`src/rtl/str_glyph_renderer_if.sv`:
```
// Bus bundle between the string glyph renderer, its glyph ROM, the string writer and the pixel consumer.
interface str_glyph_renderer_if #(
    parameter int unsigned glyph_width_p  = 32,
    parameter int unsigned glyph_height_p = 64,
    parameter int unsigned num_glyphs_p   = 8,
    parameter int unsigned str_len_p      = 5,
    parameter int unsigned coord_width_p  = 10
);
    localparam int unsigned idx_w  = $clog2(str_len_p);
    localparam int unsigned code_w = $clog2(num_glyphs_p);
    localparam int unsigned addr_w = $clog2(num_glyphs_p * glyph_height_p);

    logic [coord_width_p-1:0] origin_x_i;
    logic [coord_width_p-1:0] origin_y_i;
    logic                     frame_start_i;
    logic                     str_v_i;
    logic                     str_ready_o;
    logic [idx_w-1:0]         str_idx_i;
    logic [code_w-1:0]        str_code_i;
    logic                     px_v_i;
    logic [coord_width_p-1:0] px_x_i;
    logic [coord_width_p-1:0] px_y_i;
    logic [addr_w-1:0]        rom_addr_o;
    logic [glyph_width_p-1:0] rom_data_i;
    logic                     pixel_v_o;
    logic                     pixel_o;

    modport slave (
        input  origin_x_i, origin_y_i, frame_start_i, str_v_i, str_idx_i, str_code_i,
        input  px_v_i, px_x_i, px_y_i, rom_data_i,
        output str_ready_o, rom_addr_o, pixel_v_o, pixel_o
    );

    modport master (
        output origin_x_i, origin_y_i, frame_start_i, str_v_i, str_idx_i, str_code_i,
        output px_v_i, px_x_i, px_y_i, rom_data_i,
        input  str_ready_o, rom_addr_o, pixel_v_o, pixel_o
    );
endinterface

```
`src/rtl/str_glyph_renderer.sv`:
```
// Renders a double-buffered glyph string into a 1-bit pixel stream: capture, ROM lookup, output.
module str_glyph_renderer #(
    parameter int unsigned glyph_width_p  = 32,
    parameter int unsigned glyph_height_p = 64,
    parameter int unsigned num_glyphs_p   = 8,
    parameter int unsigned str_len_p      = 5,
    parameter int unsigned coord_width_p  = 10
) (
    input logic clk_i,
    input logic reset_n_i,
    str_glyph_renderer_if.slave bus
);
    localparam int unsigned cw     = coord_width_p;
    localparam int unsigned idx_w  = $clog2(str_len_p);
    localparam int unsigned code_w = $clog2(num_glyphs_p);
    localparam int unsigned addr_w = $clog2(num_glyphs_p * glyph_height_p);
    localparam int unsigned col_w  = $clog2(glyph_width_p);
    localparam int unsigned row_w  = $clog2(glyph_height_p);
    localparam int unsigned box_w  = str_len_p * glyph_width_p;

    logic [code_w-1:0] shadow [str_len_p];
    logic [code_w-1:0] active [str_len_p];
    logic              dirty;

    logic              s0_v;
    logic              s0_in_box;
    logic [idx_w-1:0]  s0_slot;
    logic [col_w-1:0]  s0_col;
    logic [row_w-1:0]  s0_row;
    logic              s1_v;
    logic              s1_ink;
    logic              s1_bit;
    logic              pix_v_q;
    logic              pix_q;

    logic [cw:0]       dx;
    logic [cw:0]       dy;
    logic              in_box_c;
    logic [code_w-1:0] code_sel;
    logic [31:0]       addr_full;
    logic [col_w-1:0]  bit_idx;
    logic              ink_c;

    // Writes are refused only while the commit pulse is present.
    assign bus.str_ready_o = !bus.frame_start_i;
    assign bus.rom_addr_o  = s0_in_box ? addr_w'(addr_full) : '0;
    assign bus.pixel_v_o   = pix_v_q;
    assign bus.pixel_o     = pix_q;

    // Box test on an extra sign bit so coordinates left of / above the origin never wrap in.
    always_comb begin
        dx        = {1'b0, bus.px_x_i} - {1'b0, bus.origin_x_i};
        dy        = {1'b0, bus.px_y_i} - {1'b0, bus.origin_y_i};
        in_box_c  = !dx[cw] && (32'(dx[cw-1:0]) < box_w) &&
                    !dy[cw] && (32'(dy[cw-1:0]) < glyph_height_p);
        code_sel  = '0;
        for (int unsigned i = 0; i < str_len_p; i++) begin
            if (32'(s0_slot) == i) code_sel = active[i];
        end
        addr_full = 32'(code_sel) * glyph_height_p + 32'(s0_row);
        bit_idx   = col_w'(glyph_width_p - 1) - s0_col;
        ink_c     = s0_in_box && (32'(code_sel) < num_glyphs_p);
    end

    // Shadow/active string; commit copies the whole shadow at a frame boundary.
    always_ff @(posedge clk_i) begin
        if (!reset_n_i) begin
            dirty <= 1'b0;
            for (int unsigned i = 0; i < str_len_p; i++) begin
                shadow[i] <= code_w'((i < num_glyphs_p) ? i : num_glyphs_p - 1);
                active[i] <= code_w'((i < num_glyphs_p) ? i : num_glyphs_p - 1);
            end
        end else begin
            if (bus.frame_start_i && dirty) begin
                for (int unsigned i = 0; i < str_len_p; i++) active[i] <= shadow[i];
                dirty <= 1'b0;
            end
            if (bus.str_v_i && bus.str_ready_o && (32'(bus.str_idx_i) < str_len_p)) begin
                for (int unsigned i = 0; i < str_len_p; i++) begin
                    if (32'(bus.str_idx_i) == i) shadow[i] <= bus.str_code_i;
                end
                dirty <= 1'b1;
            end
        end
    end

    // Three register stages: coordinate capture, ROM bit select, pixel output.
    always_ff @(posedge clk_i) begin
        if (!reset_n_i) begin
            s0_v      <= 1'b0;
            s0_in_box <= 1'b0;
            s0_slot   <= '0;
            s0_col    <= '0;
            s0_row    <= '0;
            s1_v      <= 1'b0;
            s1_ink    <= 1'b0;
            s1_bit    <= 1'b0;
            pix_v_q   <= 1'b0;
            pix_q     <= 1'b0;
        end else begin
            s0_v      <= bus.px_v_i;
            s0_in_box <= bus.px_v_i && in_box_c;
            s0_slot   <= idx_w'(dx[cw-1:0] >> col_w);
            s0_col    <= dx[col_w-1:0];
            s0_row    <= dy[row_w-1:0];
            s1_v      <= s0_v;
            s1_ink    <= ink_c;
            s1_bit    <= bus.rom_data_i[bit_idx];
            pix_v_q   <= s1_v;
            pix_q     <= s1_v && s1_ink && s1_bit;
        end
    end
endmodule
```
`src/flat_wrapper.sv`:
```
// flat-port wrapper written by rule: the top's interface ports become plain ports
module str_glyph_renderer_flat 
#(
    parameter int unsigned glyph_width_p  = 32,
    parameter int unsigned glyph_height_p = 64,
    parameter int unsigned num_glyphs_p   = 8,
    parameter int unsigned str_len_p      = 5,
    parameter int unsigned coord_width_p  = 10
)
  (clk_i, reset_n_i, bus_origin_x_i, bus_origin_y_i, bus_frame_start_i, bus_str_v_i, bus_str_idx_i, bus_str_code_i, bus_px_v_i, bus_px_x_i, bus_px_y_i, bus_rom_data_i, bus_str_ready_o, bus_rom_addr_o, bus_pixel_v_o, bus_pixel_o);
  str_glyph_renderer_if #(.glyph_width_p(glyph_width_p), .glyph_height_p(glyph_height_p), .num_glyphs_p(num_glyphs_p), .str_len_p(str_len_p), .coord_width_p(coord_width_p)) bus_i ();
  input logic clk_i;
  input logic reset_n_i;
  input wire logic [$bits(bus_i.origin_x_i)-1:0] bus_origin_x_i;
  input wire logic [$bits(bus_i.origin_y_i)-1:0] bus_origin_y_i;
  input wire logic [$bits(bus_i.frame_start_i)-1:0] bus_frame_start_i;
  input wire logic [$bits(bus_i.str_v_i)-1:0] bus_str_v_i;
  input wire logic [$bits(bus_i.str_idx_i)-1:0] bus_str_idx_i;
  input wire logic [$bits(bus_i.str_code_i)-1:0] bus_str_code_i;
  input wire logic [$bits(bus_i.px_v_i)-1:0] bus_px_v_i;
  input wire logic [$bits(bus_i.px_x_i)-1:0] bus_px_x_i;
  input wire logic [$bits(bus_i.px_y_i)-1:0] bus_px_y_i;
  input wire logic [$bits(bus_i.rom_data_i)-1:0] bus_rom_data_i;
  output wire logic [$bits(bus_i.str_ready_o)-1:0] bus_str_ready_o;
  output wire logic [$bits(bus_i.rom_addr_o)-1:0] bus_rom_addr_o;
  output wire logic [$bits(bus_i.pixel_v_o)-1:0] bus_pixel_v_o;
  output wire logic [$bits(bus_i.pixel_o)-1:0] bus_pixel_o;
  assign bus_i.origin_x_i = bus_origin_x_i;
  assign bus_i.origin_y_i = bus_origin_y_i;
  assign bus_i.frame_start_i = bus_frame_start_i;
  assign bus_i.str_v_i = bus_str_v_i;
  assign bus_i.str_idx_i = bus_str_idx_i;
  assign bus_i.str_code_i = bus_str_code_i;
  assign bus_i.px_v_i = bus_px_v_i;
  assign bus_i.px_x_i = bus_px_x_i;
  assign bus_i.px_y_i = bus_px_y_i;
  assign bus_i.rom_data_i = bus_rom_data_i;
  assign bus_str_ready_o = bus_i.str_ready_o;
  assign bus_rom_addr_o = bus_i.rom_addr_o;
  assign bus_pixel_v_o = bus_i.pixel_v_o;
  assign bus_pixel_o = bus_i.pixel_o;
  str_glyph_renderer #(.glyph_width_p(glyph_width_p), .glyph_height_p(glyph_height_p), .num_glyphs_p(num_glyphs_p), .str_len_p(str_len_p), .coord_width_p(coord_width_p)) u_core (.clk_i(clk_i), .reset_n_i(reset_n_i), .bus(bus_i));
endmodule
```
`config.mk`:
```
export PLATFORM = sky130hd
export DESIGN_NAME = str_glyph_renderer_flat
export DESIGN_NICKNAME = d
export VERILOG_FILES = /design/src/rtl/str_glyph_renderer_if.sv /design/src/rtl/str_glyph_renderer.sv /design/src/flat_wrapper.sv
export SDC_FILE = /design/constraint.sdc
export NUM_CORES = 1
export LEC_CHECK = 0
export BUFFER_PORTS_ARGS = -buffer_cell sky130_fd_sc_hd__buf_2
export CELL_PAD_IN_SITES_DETAIL_PLACEMENT = 0
export CELL_PAD_IN_SITES_GLOBAL_PLACEMENT = 1
export CORE_UTILIZATION = 44
export CTS_BUF_LIST = sky130_fd_sc_hd__clkbuf_8
export CTS_CLUSTER_SIZE = 40
export DETAILED_ROUTE_END_ITERATION = 10
export PLACE_DENSITY = 0.95
export SKIP_CTS_REPAIR_TIMING = 1
export SYNTH_ARGS = -nofsm -noshare
export SYNTH_HDL_FRONTEND = slang
export SYNTH_SLANG_ARGS = --single-unit
```
`constraint.sdc`:
```
create_clock -name clk_i -period 3.55 [get_ports clk_i]
set_clock_uncertainty 0.05 [all_clocks]
set_input_delay 0.71 -clock clk_i [delete_from_list [all_inputs] [get_ports clk_i]]
set_output_delay 0.71 -clock clk_i [all_outputs]
set_load 0.1 [all_outputs]
```
* Yosys cells after proc, flatten, opt, wreduce, memory -nomap -nowiden *
Memories as Yosys holds them, arrays and structs flattened.
Cells that the tools add are included.

word-level totals
  memories = 2
  logic and storage cells = 98
  flip-flop bits (word level) = 22
  memory bits (writable) = 30
  input port bits = 83
  output and inout port bits = 12

memories
  name           depth  width  rd ports  clocked after Yosys merged registers in  write ports  RTL line                  text
  u_core.active  5      3      5         0                                        5            str_glyph_renderer.sv:22  logic [code_w-1:0] active [str_len_p];
  u_core.shadow  5      3      5         0                                        5            str_glyph_renderer.sv:21  logic [code_w-1:0] shadow [str_len_p];

cells by class
  eq/ne operators = 8
  order comparisons = 4
  bitwise operators = 10
  $add $sub $neg = 4
  muxes and demuxes = 44
  reduce and logical (&&, ||, !) cells = 15

operator list
  cell                 number
  $mux 3               15
  $mux 1               27
  $sub 10x10->11       2
  $eq 3x2->1 const B   4
  $lt 10x7->1 const B  1
  $lt 10x8->1 const B  1
  $or 1x1->1           10
  $add 9x6->9          1
  $logic_and 1x1->1    9
  $mux 9               1
  $eq 3x1->1 const B   2
  $eq 3x3->1 const B   2
  $logic_not 3->1      2
  $lt 5x6->1 const B   1
  $bmux 1 s5           1
  $sub 5x5->5 const A  1
  $logic_not 1->1      3
  $lt 3x3->1 const B   1
  $reduce_bool 2->1    1

* Logic depth before layout (Yosys ltp) *
Gate-level depths: netlist of run 1.

  depth after elaboration = 8
  depth in mapped cells = 9

* Worst setup path before layout of run 1 *
No wires, ideal clock.

  kind = register to output
  start = register u_core.s0_slot[0]
  end = output bus_rom_addr_o[6]
  arrival = 2.887 ns
  setup slack = -0.097 ns
  stages on the path, launching flop included = 4
  cells stage by stage = dfxtp_1 > mux4_2 > nand2b_1 > a21boi_0

on the way
  longest elaborated chain between the ends = 8

ends and longest elaborated chain
  what                      RTL line                   text
  start: declaration        str_glyph_renderer.sv:27   logic [idx_w-1:0] s0_slot;
  start signal: assignment  str_glyph_renderer.sv:103  s0_slot <= idx_w'(dx[cw-1:0] >> col_w);
  $logic_not 3->1           str_glyph_renderer.sv:58   if (32'(s0_slot) == i) code_sel = active[i];
  $mux 3 (4 in a row)       str_glyph_renderer.sv:58
  $mux 3 *                  str_glyph_renderer.sv:58
  $add 9x6->9 *             str_glyph_renderer.sv:60   addr_full = 32'(code_sel) * glyph_height_p + 32'(s0_row);
  $mux 9 *                  str_glyph_renderer.sv:46   assign bus.rom_addr_o = s0_in_box ? addr_w'(addr_full) : '0;
  end: declaration          flat_wrapper.sv:25         output wire logic [$bits(bus_i.rom_addr_o)-1:0] bus_rom_addr_o;

Mark *: on every way between the ends. The rest lies on a longest branch, timed or not.

* Worst setup path in the final report of run 1 *
  start = register u_core.s0_slot[0]
  end = output bus_rom_addr_o[7]

The elaborated chain is that of the path after synthesis.

==> impl_metrics.toml, run 1 <==
[outcome]
status = "completed"

[floorplan]
coreArea_mm2 = 0.00676
initial_utilization_pct = 45.4
die_w_um = 85.5
io_pins = 95
num_rows = 30
dieArea_mm2 = 0.00731
die_y_um = 85.5

[final_layout]
nNetsFinal = 488
drive_gt1_share_pct = 29.7
area.growth.synth_to_final_pct = 20.7
final_area_mm2 = 0.00370
diodes = 0

[critical_path]
startpoint_type = "flop"
cp_max_fo = 4
end_kind = "primary output"
crit_type = "flop to primary output"
cp.required_ps = 2790
crit_arrival_ps = 1720

[placement]
numPortBuffers = 94
dpl_cell_area_mm2 = 0.00361
gp_congestion = 0.903
place_hpwl_um = 4830

[yosys]
synth-edff-count = 30
syn_area_mm2 = 0.00307
synthTopCellsByArea = "edfxtp_1, dfxtp_1, mux4_2, ha_1, and2_1"
synthFlopType = "edfxtp_1"
synth_top_area_cell = "edfxtp_1"
ys_types = 40
yosys-top-cells-count = "and2_1, edfxtp_1, inv_1"
ys_seq_elements = 52
ys_seq_area_share_pct = 43.7
yosysWarnings = 0
synthArstFlopShare_pct = 0
synth_top_area_share_pct = 29.4
avgSynthCellArea_um2 = 10.7
syn_inst = 288
synthesis.nets = 393

[grt]
globalRouteMet2Util_pct = 30.8
grt_pass1_wl_um = 9850
busiest_layer = "met2"
grt_util_met3_pct = 3.37
gr-total-overflow = 0
antenna_found_initial = 0
grt_max_degree = 30
grt_use_met1_pct = 20.3
grt_pass1_vias = 2330
grtUsageTotal_pct = 16.9

[clocking]
clock_latency_ps = 290
cts_tree = "built"
cts_buffers = 5
cts-htree-levels = 2
clk_pin_slew_ps = 80
root_buffer = "clkbuf_8"
cts.sinks = 52
clockBufferDepth = 2

[timing]
period_share_pct = 69.9
tightest_slew_ps = 797
rsz0062_at_grt = "no"
fmax_mhz = 403
finalCriticalPeriod_ps = 2480
maxSlewHeadroom_pct = 46.2
setup_viol = 0
hold_violations = 0
final_max_slew_viol_count = 0
final.setup.tns_ps = 0
worst_hold_slack_ps = 412

[drt]
final_antenna_net_count = 0
vias_per_cell = 5.13
drtIter0Drc = 125
vias = 2381
drc = 0
wl_um = 5860
dr.pass1.iters = 6
avgRoutedWirePerCell_um = 12.6

[pwr]
p_per_area_mw_per_mm2 = 355
ir_drop_v = 0.000148
p_leak_nw = 1.68

[flow_run]
drv_cap = 0

[worst_hold_path]
hold_path_class = "flop to flop"
==> power breakdown <==
| part | switching [mW] | internal, mW |
|---|---|---|
| combinational | 0.139 | 0.155 |
| clock | 0.166 | 0.153 |
| sequential | 0.0239 | 0.678 |
==> cells by family (layout without fill, tap and decap cells) <==
| logic type | after synthesis | in the layout | synth area share, % |
|---|---|---|---|
| compound gates | 51 | 51 | 10.6 |
| xor+xnor | 7 | 7 | 2.00 |
| fa+ha+maj | 22 | 22 | 9.46 |
| buf+inv | 33 | 129 | 4.16 |
| flops | 52 | 52 | 43.7 |
| mux | 15 | 15 | 10.2 |
| simple gates | 108 | 108 | 19.9 |
==> critical path, cell delays in order (launching register included) <==
cell and delay, ps:
dfxtp_1 450, mux4_2 530, nand2b_1 80, a21boi_1 70
buf_2 290
==> final timing paths <==
path	slack (ps)	depth (start not counted)	end	start
worst max-delay path	1070	4	bus_rom_addr_o[7]	u_core.s0_slot[0]
worst min-delay path	410	1	u_core.s1_v	u_core.s0_v
worst max register to register	1530	4	u_core.s1_bit	u_core.s0_col[0]
worst min register to register	410	1	u_core.s1_v	u_core.s0_v
==> sequential cells by signal, indices dropped and copies added, names as in the netlist <==
signal                cells
u_core.active            15
u_core.s0_slot            3
u_core.s1_bit             1
u_core.s0_v               1
u_core.s0_row             6
u_core.s0_col             5
u_core.s1_ink             1
u_core.shadow            15
u_core.bus.pixel_o        1
u_core.bus.pixel_v_o      1
u_core.dirty              1
u_core.s1_v               1
u_core.ink_c              1
==> per-layer routing <==
layer	wire length (um)	up-vias	share of wire (%)
met4	40	0	0.68
met2	2870	77	49
li1	-	1223	-
met3	303	4	5.2
met5	0	-	0
met1	2650	1077	45
==> per-stage QoR <==
stage	utilization, %	cells	power, mW	worst slack [ps]
2_1_floorplan	-	288	0.918	671
3_3_place_gp	53.5	456	1.00	961
3_5_place_dp	53.5	456	1.01	928
4_1_cts	54.8	464	1.32	1040
5_1_grt	54.8	464	1.39	943
6_report	54.8	464	1.31	1070
==> layout by cell type (no fill, tap or decap), drive strengths merged, types with 8 or more instances in the layout <==
| master | n |
|---|---|
| buf | 94 |
| and2 | 30 |
| edfxtp | 30 |
| inv | 29 |
| dfxtp | 22 |
| ha | 20 |
| nand2b | 17 |
| nand2 | 15 |
| o21ai | 14 |
| mux4 | 13 |
| a21oi | 12 |
| nor2 | 11 |
| nand3 | 8 |
==> layout make-up <==
type,count,area [um^2]
clock inverters,2,7.51
flip-flops and latches,52,1340
fillers,629,3050
inverters,27,101
repair buffers,94,470
well taps,80,100
multi-input cells,203,1600
clock buffers,6,82.6
No activity file was read; power rests on OpenSTA's default activity.
==> run 2: changes to the inputs <==
Settings changed: CORE_UTILIZATION 44 to 37, PLACE_DENSITY 0.95 to 0.9.
Clock period 3.55 ns to 2.1 ns, I/O delays scaled along.
==> run 2 against run 1 <==
Hold slack worse by 130 ps. Sequential share of layout area down 1.6 points. Die area up 18%. Largest power group unchanged. Clock power up 78%. Register-to-register slack worse by 1300 ps. Power up 75%. Global-route usage down 2.5 points. Final cell count up 8.0%. Setup slack worse by 970 ps. Sequential power up 68%.
==> impl_metrics.toml, run 2 (synthesis gave the netlist of run 1 again) <==
[final_layout]
fillers = 699
area.growth.synth_to_final_pct = 26.5
drive_gt1_share_pct = 34.1
final_common_cell = "buf_2"
final_area_mm2 = 0.00388
reg_top3 = "u_core.active x15, u_core.shadow x15, u_core.s0_row x6"
layout_common_cells = "buf_2, and2_1, edfxtp_1"
fin_cells = 501
nNetsFinal = 503
diodes = 0

[worst_hold_path]
hold_path_class = "input pin to flop"
min_from = "bus_frame_start_i"

[critical_path]
cp_max_fo = 4
cp.required_ps = 1630
ff2ff_setup_slack_ps = 250
critPathTopFamily = "multiplexers"
worstPathCellList = "mux4_2 > nand2b_1 > a21boi_2 > buf_6"
setup.worst_path.end = "bus_rom_addr_o[7]"
crit_type = "flop to primary output"
reg2reg_depth = 5
r2r_start = "u_core.s0_col[0]"
crit_arrival_ps = 1530
critPathSlowestCell = "mux4_2"
cp.depth = 4
critPathMaxStageDelay_ps = 490
crit_buf_inv = 1
startpoint_type = "flop"
startpoint = "u_core.s0_slot[0]"
end_kind = "primary output"
rr_endpoint = "u_core.s1_bit"

[drt]
vias_per_cell = 4.89
vias = 2448
final_antenna_net_count = 0
drc = 0
avgRoutedWirePerCell_um = 11.8
dr.pass1.iters = 4
drtIter0Drc = 57
wl_um = 5910

[timing]
period_share_pct = 95.1
tightest_slew_ps = 537
final_max_slew_viol_count = 0
fmax_mhz = 501
hold_violations = 0
fin_ws_ps = 104
maxSlewHeadroom_pct = 64.1
finalCriticalPeriod_ps = 2000
setup_viol = 0
rsz0062_at_grt = "no"

[floorplan]
num_rows = 32
dieArea_mm2 = 0.00866
die_w_um = 93.1
die_y_um = 93.1
initial_utilization_pct = 38.9
io_pins = 95
coreArea_mm2 = 0.00789

[grt]
grtUsageTotal_pct = 14.3
grt_pass1_wl_um = 9830
gr-total-overflow = 0
grt_max_degree = 20
grt_pass1_vias = 2335
antenna_found_initial = 0

[placement]
dp_slack_ps = -276
dp_cells = 493
place_hpwl_um = 4960
gp_congestion = 0.794
dpl_cell_area_mm2 = 0.00376
numPortBuffers = 94

[pwr]
share_seq_of_total_power_pct = 51.3
p_sw_uw = 616
intPower_mw = 1.68
clkPwrFrac_pct = 24.7
comb_power_share_pct = 23.9
netSwitchingFraction_pct = 26.8
ir_drop_v = 0.000277
p_leak_nw = 1.75
p_per_area_mw_per_mm2 = 592

[flow_run]
drv_cap = 0

[outcome]
status = "completed"

[clocking]
cts.sinks = 52
clock_latency_ps = 300
root_buffer = "clkbuf_8"
cts-htree-levels = 2
clockBufferDepth = 2
cts_tree = "built"
cts_buffers = 5
clk_pin_slew_ps = 90
[run 2: cell count changes in the layout (fill, tap and decap cells not counted), sizes merged]
cell,change
clkbuf,-1
buf,+15
inv,-1
clkinv,+2
[run 2: area by class of cell]
type                       count  area, um^2  area share, %
timing repair buffer         109         602           15.5
tap                          102         128           3.29
clock inverter                 3        22.5          0.580
inverter                      27         101           2.61
multi-input combinational    203        1620           41.6
clock buffer                   5        68.8           1.77
sequential                    52        1350           34.6
[run 2: worst min path at each step]
stage / end / slack (ps) / cells after the start
floorplan: u_core.s1_v / 360 / 1
global placement: u_core.s1_v / 370 / 1
detailed placement: u_core.s1_v / 370 / 1
CTS: u_core.dirty / 290 / 2
global route: u_core.dirty / 290 / 2
finish: u_core.dirty / 290 / 2
[run 2: stage by stage]
step / hold slack [ps] / util, % / power [mW] / setup TNS [ps]
after floorplan: 362 / - / 1.56 / 0
after global placement: 368 / 47.7 / 1.74 / -168
after detailed placement: 371 / 47.7 / 1.76 / -279
after CTS: 286 / 48.9 / 2.31 / -414
after global routing: 289 / 49.2 / 2.42 / 0
final: 285 / 49.2 / 2.30 / 0
[run 2: per-layer routing]
layer | vias up | track usage, % | routed length [um]
li1 | 1250 | - | -
met1 | 1111 | 16.6 | 2540
met2 | 78 | 26.0 | 2920
met3 | 9 | 2.85 | 343
met4 | 0 | 5.13 | 106
met5 | - | 0 | 0
[run 2: power groups by stage]
stage / Combinational [mW] / Sequential (mW) / Clock (mW)
detailed placement: 0.552 / 1.20 / 0
global placement: 0.542 / 1.20 / 0
CTS: 0.554 / 1.18 / 0.577
finish: 0.550 / 1.18 / 0.568
floorplan: 0.363 / 1.19 / 0
global route: 0.618 / 1.19 / 0.618
